File: src/rtl/pattern_seq_pkg.sv
// Shared types and default constants for the test-pattern sequencer.
package pattern_seq_pkg;

  typedef enum logic [1:0] {
    ST_OFF    = 2'd0,
    ST_MANUAL = 2'd1,
    ST_AUTO   = 2'd2
  } state_t;

  localparam int DEF_MIN_PATTERN = 1;
  localparam int DEF_MAX_PATTERN = 8;
  localparam int PATTERN_W       = 4;

endpackage

File: src/rtl/frame_dwell_timer.sv
// Counts frame strobes while enabled. Expires on the strobe that completes a dwell period.
module frame_dwell_timer #(
  parameter int DWELL_FRAMES = 120
) (
  input  logic i_clk,
  input  logic i_rst,
  input  logic i_strobe,
  input  logic i_clear,
  input  logic i_enable,
  output logic o_expire
);

  localparam logic [7:0] LAST_COUNT = 8'(DWELL_FRAMES - 1);

  logic [7:0] r_count;

  assign o_expire = i_enable && i_strobe && (r_count == LAST_COUNT);

  always_ff @(posedge i_clk) begin
    if (i_rst || i_clear) begin
      r_count <= 8'd0;
    end else if (i_enable && i_strobe) begin
      r_count <= o_expire ? 8'd0 : r_count + 8'd1;
    end
  end

endmodule

File: src/rtl/pattern_sequencer.sv
// Frame-synchronous test-pattern selector with OFF / MANUAL / AUTO modes.
module pattern_sequencer
  import pattern_seq_pkg::*;
#(
  parameter int MIN_PATTERN  = DEF_MIN_PATTERN,
  parameter int MAX_PATTERN  = DEF_MAX_PATTERN,
  parameter int DWELL_FRAMES = 120
) (
  input  logic                 i_clk,
  input  logic                 i_rst,
  input  logic                 i_frame_strobe,
  input  logic                 i_next,
  input  logic                 i_prev,
  input  logic                 i_enable,
  input  logic                 i_auto,
  output logic [PATTERN_W-1:0] o_pattern,
  output logic                 o_change,
  output logic                 o_auto_active
);

  localparam logic [PATTERN_W-1:0] P_MIN = PATTERN_W'(MIN_PATTERN);
  localparam logic [PATTERN_W-1:0] P_MAX = PATTERN_W'(MAX_PATTERN);

  state_t               r_state;
  logic [PATTERN_W-1:0] r_pattern;
  logic [PATTERN_W-1:0] r_saved;
  logic                 r_pend_valid;
  logic                 r_pend_up;
  logic                 r_change;
  logic                 r_auto_active;

  logic                 w_pend_valid;
  logic                 w_pend_up;
  logic                 w_apply;
  logic                 w_timer_en;
  logic                 w_timer_clear;
  logic                 w_expire;
  logic                 w_auto_adv;
  logic                 w_step_up;
  logic [PATTERN_W-1:0] w_stepped;

  function automatic logic [PATTERN_W-1:0] f_step(input logic [PATTERN_W-1:0] p,
                                                  input logic up);
    if (up) return (p == P_MAX) ? P_MIN : p + 1'b1;
    else    return (p == P_MIN) ? P_MAX : p - 1'b1;
  endfunction

  // Request seen this cycle merges with the held one; both at once cancels.
  always_comb begin
    w_pend_valid = r_pend_valid;
    w_pend_up    = r_pend_up;
    if (i_next && i_prev) begin
      w_pend_valid = 1'b0;
    end else if (i_next) begin
      w_pend_valid = 1'b1;
      w_pend_up    = 1'b1;
    end else if (i_prev) begin
      w_pend_valid = 1'b1;
      w_pend_up    = 1'b0;
    end
  end

  assign w_apply       = i_frame_strobe && i_enable && (r_state != ST_OFF) && w_pend_valid;
  assign w_timer_en    = (r_state == ST_AUTO) && i_enable && i_auto;
  assign w_timer_clear = (r_state != ST_AUTO) || w_apply ||
                         (i_frame_strobe && !(i_enable && i_auto));
  assign w_auto_adv    = w_expire && !w_pend_valid;
  assign w_step_up     = !w_pend_valid || w_pend_up;
  assign w_stepped     = f_step(r_pattern, w_step_up);

  frame_dwell_timer #(
    .DWELL_FRAMES(DWELL_FRAMES)
  ) u_dwell (
    .i_clk    (i_clk),
    .i_rst    (i_rst),
    .i_strobe (i_frame_strobe),
    .i_clear  (w_timer_clear),
    .i_enable (w_timer_en),
    .o_expire (w_expire)
  );

  always_ff @(posedge i_clk) begin
    if (i_rst) begin
      r_state       <= ST_OFF;
      r_pattern     <= '0;
      r_saved       <= P_MIN;
      r_pend_valid  <= 1'b0;
      r_pend_up     <= 1'b0;
      r_change      <= 1'b0;
      r_auto_active <= 1'b0;
    end else begin
      r_change <= 1'b0;

      if (i_frame_strobe || (r_state == ST_OFF)) begin
        r_pend_valid <= 1'b0;
      end else begin
        r_pend_valid <= w_pend_valid;
        r_pend_up    <= w_pend_up;
      end

      if (i_frame_strobe) begin
        if (!i_enable) begin
          r_state       <= ST_OFF;
          r_auto_active <= 1'b0;
          if (r_state != ST_OFF) begin
            r_pattern <= '0;
            r_change  <= 1'b1;
          end
        end else begin
          r_state       <= i_auto ? ST_AUTO : ST_MANUAL;
          r_auto_active <= i_auto;
          if (r_state == ST_OFF) begin
            r_pattern <= r_saved;
            r_change  <= 1'b1;
          end else if (w_pend_valid || w_auto_adv) begin
            r_pattern <= w_stepped;
            r_saved   <= w_stepped;
            r_change  <= 1'b1;
          end
        end
      end
    end
  end

  assign o_pattern     = r_pattern;
  assign o_change      = r_change;
  assign o_auto_active = r_auto_active;

endmodule

File: config.mk
export PLATFORM = sky130hd
export DESIGN_NAME = pattern_sequencer
export DESIGN_NICKNAME = d
export VERILOG_FILES = /design/src/rtl/pattern_seq_pkg.sv /design/src/rtl/frame_dwell_timer.sv /design/src/rtl/pattern_sequencer.sv
export SDC_FILE = /design/constraint.sdc
export NUM_CORES = 1
export LEC_CHECK = 0
export ABC_CLOCK_PERIOD_IN_PS = 1800
export CORE_AREA = 2 2 62 64
export CTS_CLUSTER_SIZE = 30
export DETAILED_ROUTE_END_ITERATION = 10
export DIE_AREA = 0 0 64 66
export PLACE_DENSITY = 0.66
export SETUP_SLACK_MARGIN = 0.15
export SLEW_MARGIN = 15
export SYNTH_ARGS = -nofsm -noshare
export SYNTH_HDL_FRONTEND = slang
export SYNTH_SLANG_ARGS = --single-unit
File: constraint.sdc
create_clock -name i_clk -period 1.8 [get_ports i_clk]
set_input_delay 0.36 -clock i_clk [delete_from_list [all_inputs] [get_ports i_clk]]
set_output_delay 0.36 -clock i_clk [all_outputs]
set_load 0.005 [all_outputs]
==> impl_results.md, run 1 <==
* Status: complete, no violations
* Yosys warning total at 0
* Placed insts at 211
* Hold_buf cts at 0
* Hold Vio Cnt, Final at 0
* F_max at 585 MHz
* Min Hold Slack at 0.403 ns
* Router iterations before antenna repair at 4
* Average size of a mapped cell at 8.43 sq um
* Number of remaining DRC errors at 0
* Antenna Nets Post-Route at 0
* Final Core Density at 48.8%
* Initial Util at 34.2%
* Synth Instances at 144
* WS Path Type: reg -> reg
* Slowest CP cell: mux4_2
* Largest cells by area after synthesis: dfxtp_1, nor2_1, nand2_1
* Footprint of the multi-input gates at 851 sq um
* Power Density at 505 nW/um^2
* Mapped cell area at 1210 sq um
* Die Width at 64 um
* Worst hold start: i_frame_strobe
* Port Buf Inserts at 12
* Seq/Total Area, Yosys at 34.6%
* CTS tree: yes
* Endpoints failing setup at 0
* # IOs at 13
* Die area at 4220 sq um
* Iteration-0 DRC Markers at 16
* Ant. Diodes at 0
* Fin crit share at 95.0%
* CP max stage delay at 0.45 ns
* Total Power at 876 uW
* Synth top area share at 34.6%
* Most frequent cells in the layout: buf_4, nor2_1, nand2_1, dfxtp_1, dfxtp_2
* Die height at 66 um
* Commonest non-fill, non-tap cell in the layout: buf_4
* Register Area at 442 sq um
* Sink Count at 21
* CTS root buffer: clkbuf_4
* Final nets at 193
* Top_reg_cell synth: dfxtp_1
* Hpwl dp at 2040 um
* R2R Path Start: o_pattern[0]
* Post-synthesis cell type count at 46
* Worst path cell trace: inv_4 > ha_4 > nand2_1 > nand2_1 > mux4_2 > or3_4 > o311ai_2
* Core Footprint at 3550 sq um
* Worst Max-Slew Pin Slew at 0.337 ns
* Final min period at 1.71 ns
* Hold crit path type: in -> reg
* Fin worst setup slack at 0.0907 ns
* Slew Limit Fails at 0
* GRT Total Usage at 14.5%
* Initial antenna violation count at 0
* Rows at 22
* Number of flops mapped to enable cells by yosys at 0
* Relative slew slack at 77.4%
* Area grow syn2layout at 42.9%
* WL/cell at 13.3 um
* Vias at 1162
* FFs w/ async S/R, synth at 0%
* Worst-skew pair later-pin latency at 0.31 ns
* Num CTS Buffers at 3
* Clock Skew at 0.0124 ns
* Fillers at 318
* Largest net degree at the start of global routing at 12
* First-pass GRT wire length at 4930 um
* WP data required at 2.03 ns
* Max VDD drop at 250 uV
* Nature of the critical path startpoint: flip-flop
* RSZ-0062 raised after global routing: true
* Layout cells sized above 1 at 37.0%
* Final wirelength at 3060 um
* Max clock buf depth at 2
* WP data arrival at 1.94 ns
* H-tree depth at 1
* #FFs+latches synth at 21
* Syn_nets at 155
* Setup Slack @ Placement at -0.397 ns
* Crit path launch: o_pattern[0]
* GRT overflow at 0
* Critical Path Sink Type: flip-flop
* Non-filler cells, final at 229
* Static Leak at 0.680 nW
* Vias per inst at 5.07
* Most frequent CP cell: nand2_1
* CTS clock-pin slew for the worst setup and hold paths at 0.12 ns
* Vias in the first global route at 1143
* Cell taking the most area after synthesis: dfxtp_1
* Routability cong. at 0.818
* Worst-path fanout max at 6
* Max-cap violations at 0
## area by class of cell
cell class	count	share of cell area, %
clock buffers	4	1.52
inverters	7	1.80
multi-input cells	111	49.1
flip-flops and latches	21	25.5
well taps	48	3.46
repair buffers	38	18.7
## cells by family (layout without fill, tap and decap cells)
logic type / count (synthesis) / count (layout) / share of synthesized area (%)
multiplexers: 4 / 4 / 4.33
AND/OR/NAND/NOR: 70 / 70 / 30.2
buffers and inverters: 12 / 49 / 5.05
adder cells (fa/ha/maj): 4 / 4 / 4.12
XOR/XNOR: 9 / 9 / 6.49
flip-flops: 21 / 21 / 34.6
AO/OA/AOI/OAI: 24 / 24 / 15.2
## layer usage
layer / vias up / global-route usage (%) / share of wire [%]
met5: - / 0 / 0
li1: 580 / - / -
met2: 21 / 25.4 / 49
met1: 551 / 17.8 / 45
met4: 0 / 6.52 / 3.0
met3: 10 / 1.70 / 2.8
## repair_timing
action | in CTS | in global routing
pin swaps | 8 | 6
buffers inserted | 7 | 7
resized for setup | 9 | 21
endpoints found under the setup margin | 16 | 17
## cells in the mapped netlist (all sizes together), types with 2 or more instances
cell type,number
a21oi,5
a31oi,2
and2,2
and3,3
buf,3
clkbuf,2
dfxtp,21
ha,4
inv,7
mux2i,3
nand2,19
nand3,5
nand4,3
nor2,20
nor2b,2
nor3,3
o211ai,3
o21ai,3
o311ai,2
or2,2
or3,4
xnor2,4
xor2,5
## critical path, delay by kind of cell (launching register included)
family	cells	cell delay, ns
simple gates	3	0.47
mux	1	0.45
flops	1	0.42
fa+ha+maj	1	0.16
compound gates	1	0.07
buf+inv	1	0.05
## where the power goes
group          internal (mW)  total, mW  switching [mW]
Combinational         0.0893      0.167          0.0780
Clock                 0.0864      0.230           0.144
Sequential             0.469      0.479         0.00944
Total                  0.645      0.876           0.231
## registers in the layout, indices dropped and copies added (netlist names)
register         count
r_pend_up            1
o_change             1
u_dwell.r_count      8
r_state              2
r_pend_valid         1
o_pattern            4
r_saved              4
## through the flow
step	setup TNS (ns)	cell area (sq um)
after floorplan	0	1250
after global placement	-3.25	1490
after detailed placement	-4.21	1490
after CTS	0	1590
after global routing	0	1730
final	0	1730
## worst paths after layout
path / cells past startpoint / endpoint / slack, ns
min: 3 / r_pend_valid / 0.40
max: 7 / o_pattern[2] / 0.09
min reg2reg: 2 / r_saved[3] / 0.48
max reg2reg: 7 / o_pattern[2] / 0.09
(Power assumes the default switching activity.)
==> run 2, diff against run 1 <==
--- a/config.mk
+++ b/config.mk
@@ -5,12 +5,12 @@
 export SDC_FILE = /design/constraint.sdc
 export NUM_CORES = 1
 export LEC_CHECK = 0
-export ABC_CLOCK_PERIOD_IN_PS = 1800
+export ABC_CLOCK_PERIOD_IN_PS = 2090
 export CORE_AREA = 2 2 62 64
 export CTS_CLUSTER_SIZE = 30
 export DETAILED_ROUTE_END_ITERATION = 10
 export DIE_AREA = 0 0 64 66
-export PLACE_DENSITY = 0.66
+export PLACE_DENSITY = 0.64
 export SETUP_SLACK_MARGIN = 0.15
 export SLEW_MARGIN = 15
 export SYNTH_ARGS = -nofsm -noshare
==> constraint.sdc (replaced) <==
create_clock -name i_clk -period 2.09 [get_ports i_clk]
set_input_delay 0.418 -clock i_clk [delete_from_list [all_inputs] [get_ports i_clk]]
set_output_delay 0.418 -clock i_clk [all_outputs]
set_load 0.005 [all_outputs]
==> impl_results.md, run 2 (synthesized netlist as in run 1, its figures left out) <==
* Total Power at 726 uW
* Area grow syn2layout at 20.5%
* GR Layer Usage met1 at 17.0%
* Largest net degree at the start of global routing at 16
* Met3 Use GR at 3.58%
* Most frequent cells in the layout: nor2_1, nand2_1, dfxtp_1, clkdlybuf4s50_1, buf_4
* First-pass GRT wire length at 4460 um
* Routability cong. at 0.775
* Grt peak-use layer: met2
* Antenna Nets Post-Route at 0
* Commonest non-fill, non-tap cell in the layout: nor2_1
* Min Hold Slack at 0.483 ns
* WL/cell at 12.0 um
* Register Area at 423 sq um
* Largest register FFs at 8
* WP data arrival at 2.11 ns
* Footprint of the multi-input gates at 743 sq um
* Net Sw Frac at 26.3%
* Crit-path leading delay family: multiplexers
* Core Footprint at 3550 sq um
* Initial Util at 34.2%
* Met2 Use GR at 22.8%
* Post-CTS setup repair buffer count at 0
* CP Buf/Inv Count at 1
* Hold crit path type: reg -> reg
* CTS clock-pin slew for the worst setup and hold paths at 0.13 ns
* Vias in the first global route at 1033
* Slew Limit Fails at 0
* F_max at 530 MHz
* Initial antenna violation count at 0
* Final min period at 1.89 ns
* WP data required at 2.32 ns
* Router iterations before antenna repair at 4
* Port Buf Inserts at 12
* Comb pwr share at 15.4%
* Num CTS Buffers at 3
* Vias per inst at 5.03
* Die height at 66 um
* Final Instance Area at 1460 sq um
* Hpwl dp at 1950 um
* Worst path cell trace: clkdlybuf4s50_1 > o21bai_2 > mux4_2 > or3_1 > o311ai_1
* Endpoints failing setup at 0
* GRT overflow at 0
* Hold Vio Cnt, Final at 0
* CP max stage delay at 0.52 ns
* Max VDD drop at 307 uV
* Relative slew slack at 76.3%
* RSZ-0062 raised after global routing: true
* GRT Total Usage at 13.0%
* # IOs at 13
* Worst Max-Slew Pin Slew at 0.356 ns
* H-tree depth at 1
* Max-cap violations at 0
* CTS root buffer: clkbuf_4
* Nature of the critical path startpoint: input port
* Clock Skew at 0.00873 ns
* Max clock buf depth at 2
* Rows at 22
* Die area at 4220 sq um
* Status: complete, no violations
* Vias at 1061
* Clk pwr share at 27.8%
* Reg power frac at 56.8%
* Critical Path Sink Type: flip-flop
* Int Pwr at 535 uW
* Layout cells sized above 1 at 17.8%
* Ant. Diodes at 0
* CTS tree: yes
* Iteration-0 DRC Markers at 46
* Fin crit share at 90.2%
* Final nets at 175
* Setup TNS at 0 ns
* Biggest register: u_dwell.r_count
* Final wirelength at 2520 um
* Sink Count at 21
* Final Core Density at 41.2%
* Number of remaining DRC errors at 0
* Worst-path fanout max at 5
* Sw Pwr at 191 uW
* Die Width at 64 um
* Slowest CP cell: mux4_2
* WS Path Type: in -> reg
* Worst-skew pair later-pin latency at 0.31 ns
* Power Density at 497 nW/um^2
* Fillers at 377
* Post-DP Area at 1420 sq um
* Static Leak at 0.539 nW
==> run 2: per-stage QoR <==
stage	setup WS, ns	std cells
after global placement	-0.0595	207
after floorplan	0.307	144
after global routing	0.107	211
after detailed placement	-0.123	207
after CTS	0.152	211
final	0.205	211
==> run 2: path summary, 6_finish.rpt <==
check / depth (start not counted) / to / from / slack (ns)
setup / recovery: 5 / o_pattern[2] / i_prev / 0.20
hold / removal: 2 / r_saved[3] / r_saved[3] / 0.48
setup reg to reg: 7 / o_pattern[2] / o_pattern[0] / 0.26
hold reg to reg: 2 / r_saved[3] / r_saved[3] / 0.48
==> run 2: layout make-up <==
type | instances | share of cell area [%]
Clock buffer | 3 | 1.54
Clock inverter | 1 | 0.342
Inverter | 7 | 1.80
Multi-Input combinational cell | 111 | 50.8
Sequential cell | 21 | 28.9
Tap cell | 48 | 4.11
Timing Repair Buffer | 20 | 12.5
==> run 2: what timing repair did <==
action / in CTS / in global routing
resized for setup: 0 / 6
endpoints found under the setup margin: 0 / 6
hold buffers: 0 / 0
hold endpoints to repair: 0 / 0
==> run 2: metal layers <==
metal	part of all wire, %	vias up
met5	0	-
met2	49	19
li1	-	545
met1	47	497
met3	4.0	0
met4	0	0
==> run 2: tightest hold or removal path, stage by stage, from the launching register on <==
cell and delay, ns:
dfxtp_1 0.34, nand2_1 0.06, a21oi_1 0.05
==> run 2: power groups by stage <==
stage / clock [mW] / sequential, mW / combinational (mW)
final: 0.202 / 0.413 / 0.112
after global routing: 0.220 / 0.414 / 0.124
after CTS: 0.207 / 0.413 / 0.110
after detailed placement: 0 / 0.422 / 0.110
after global placement: 0 / 0.421 / 0.108
after floorplan: 0 / 0.421 / 0.0657
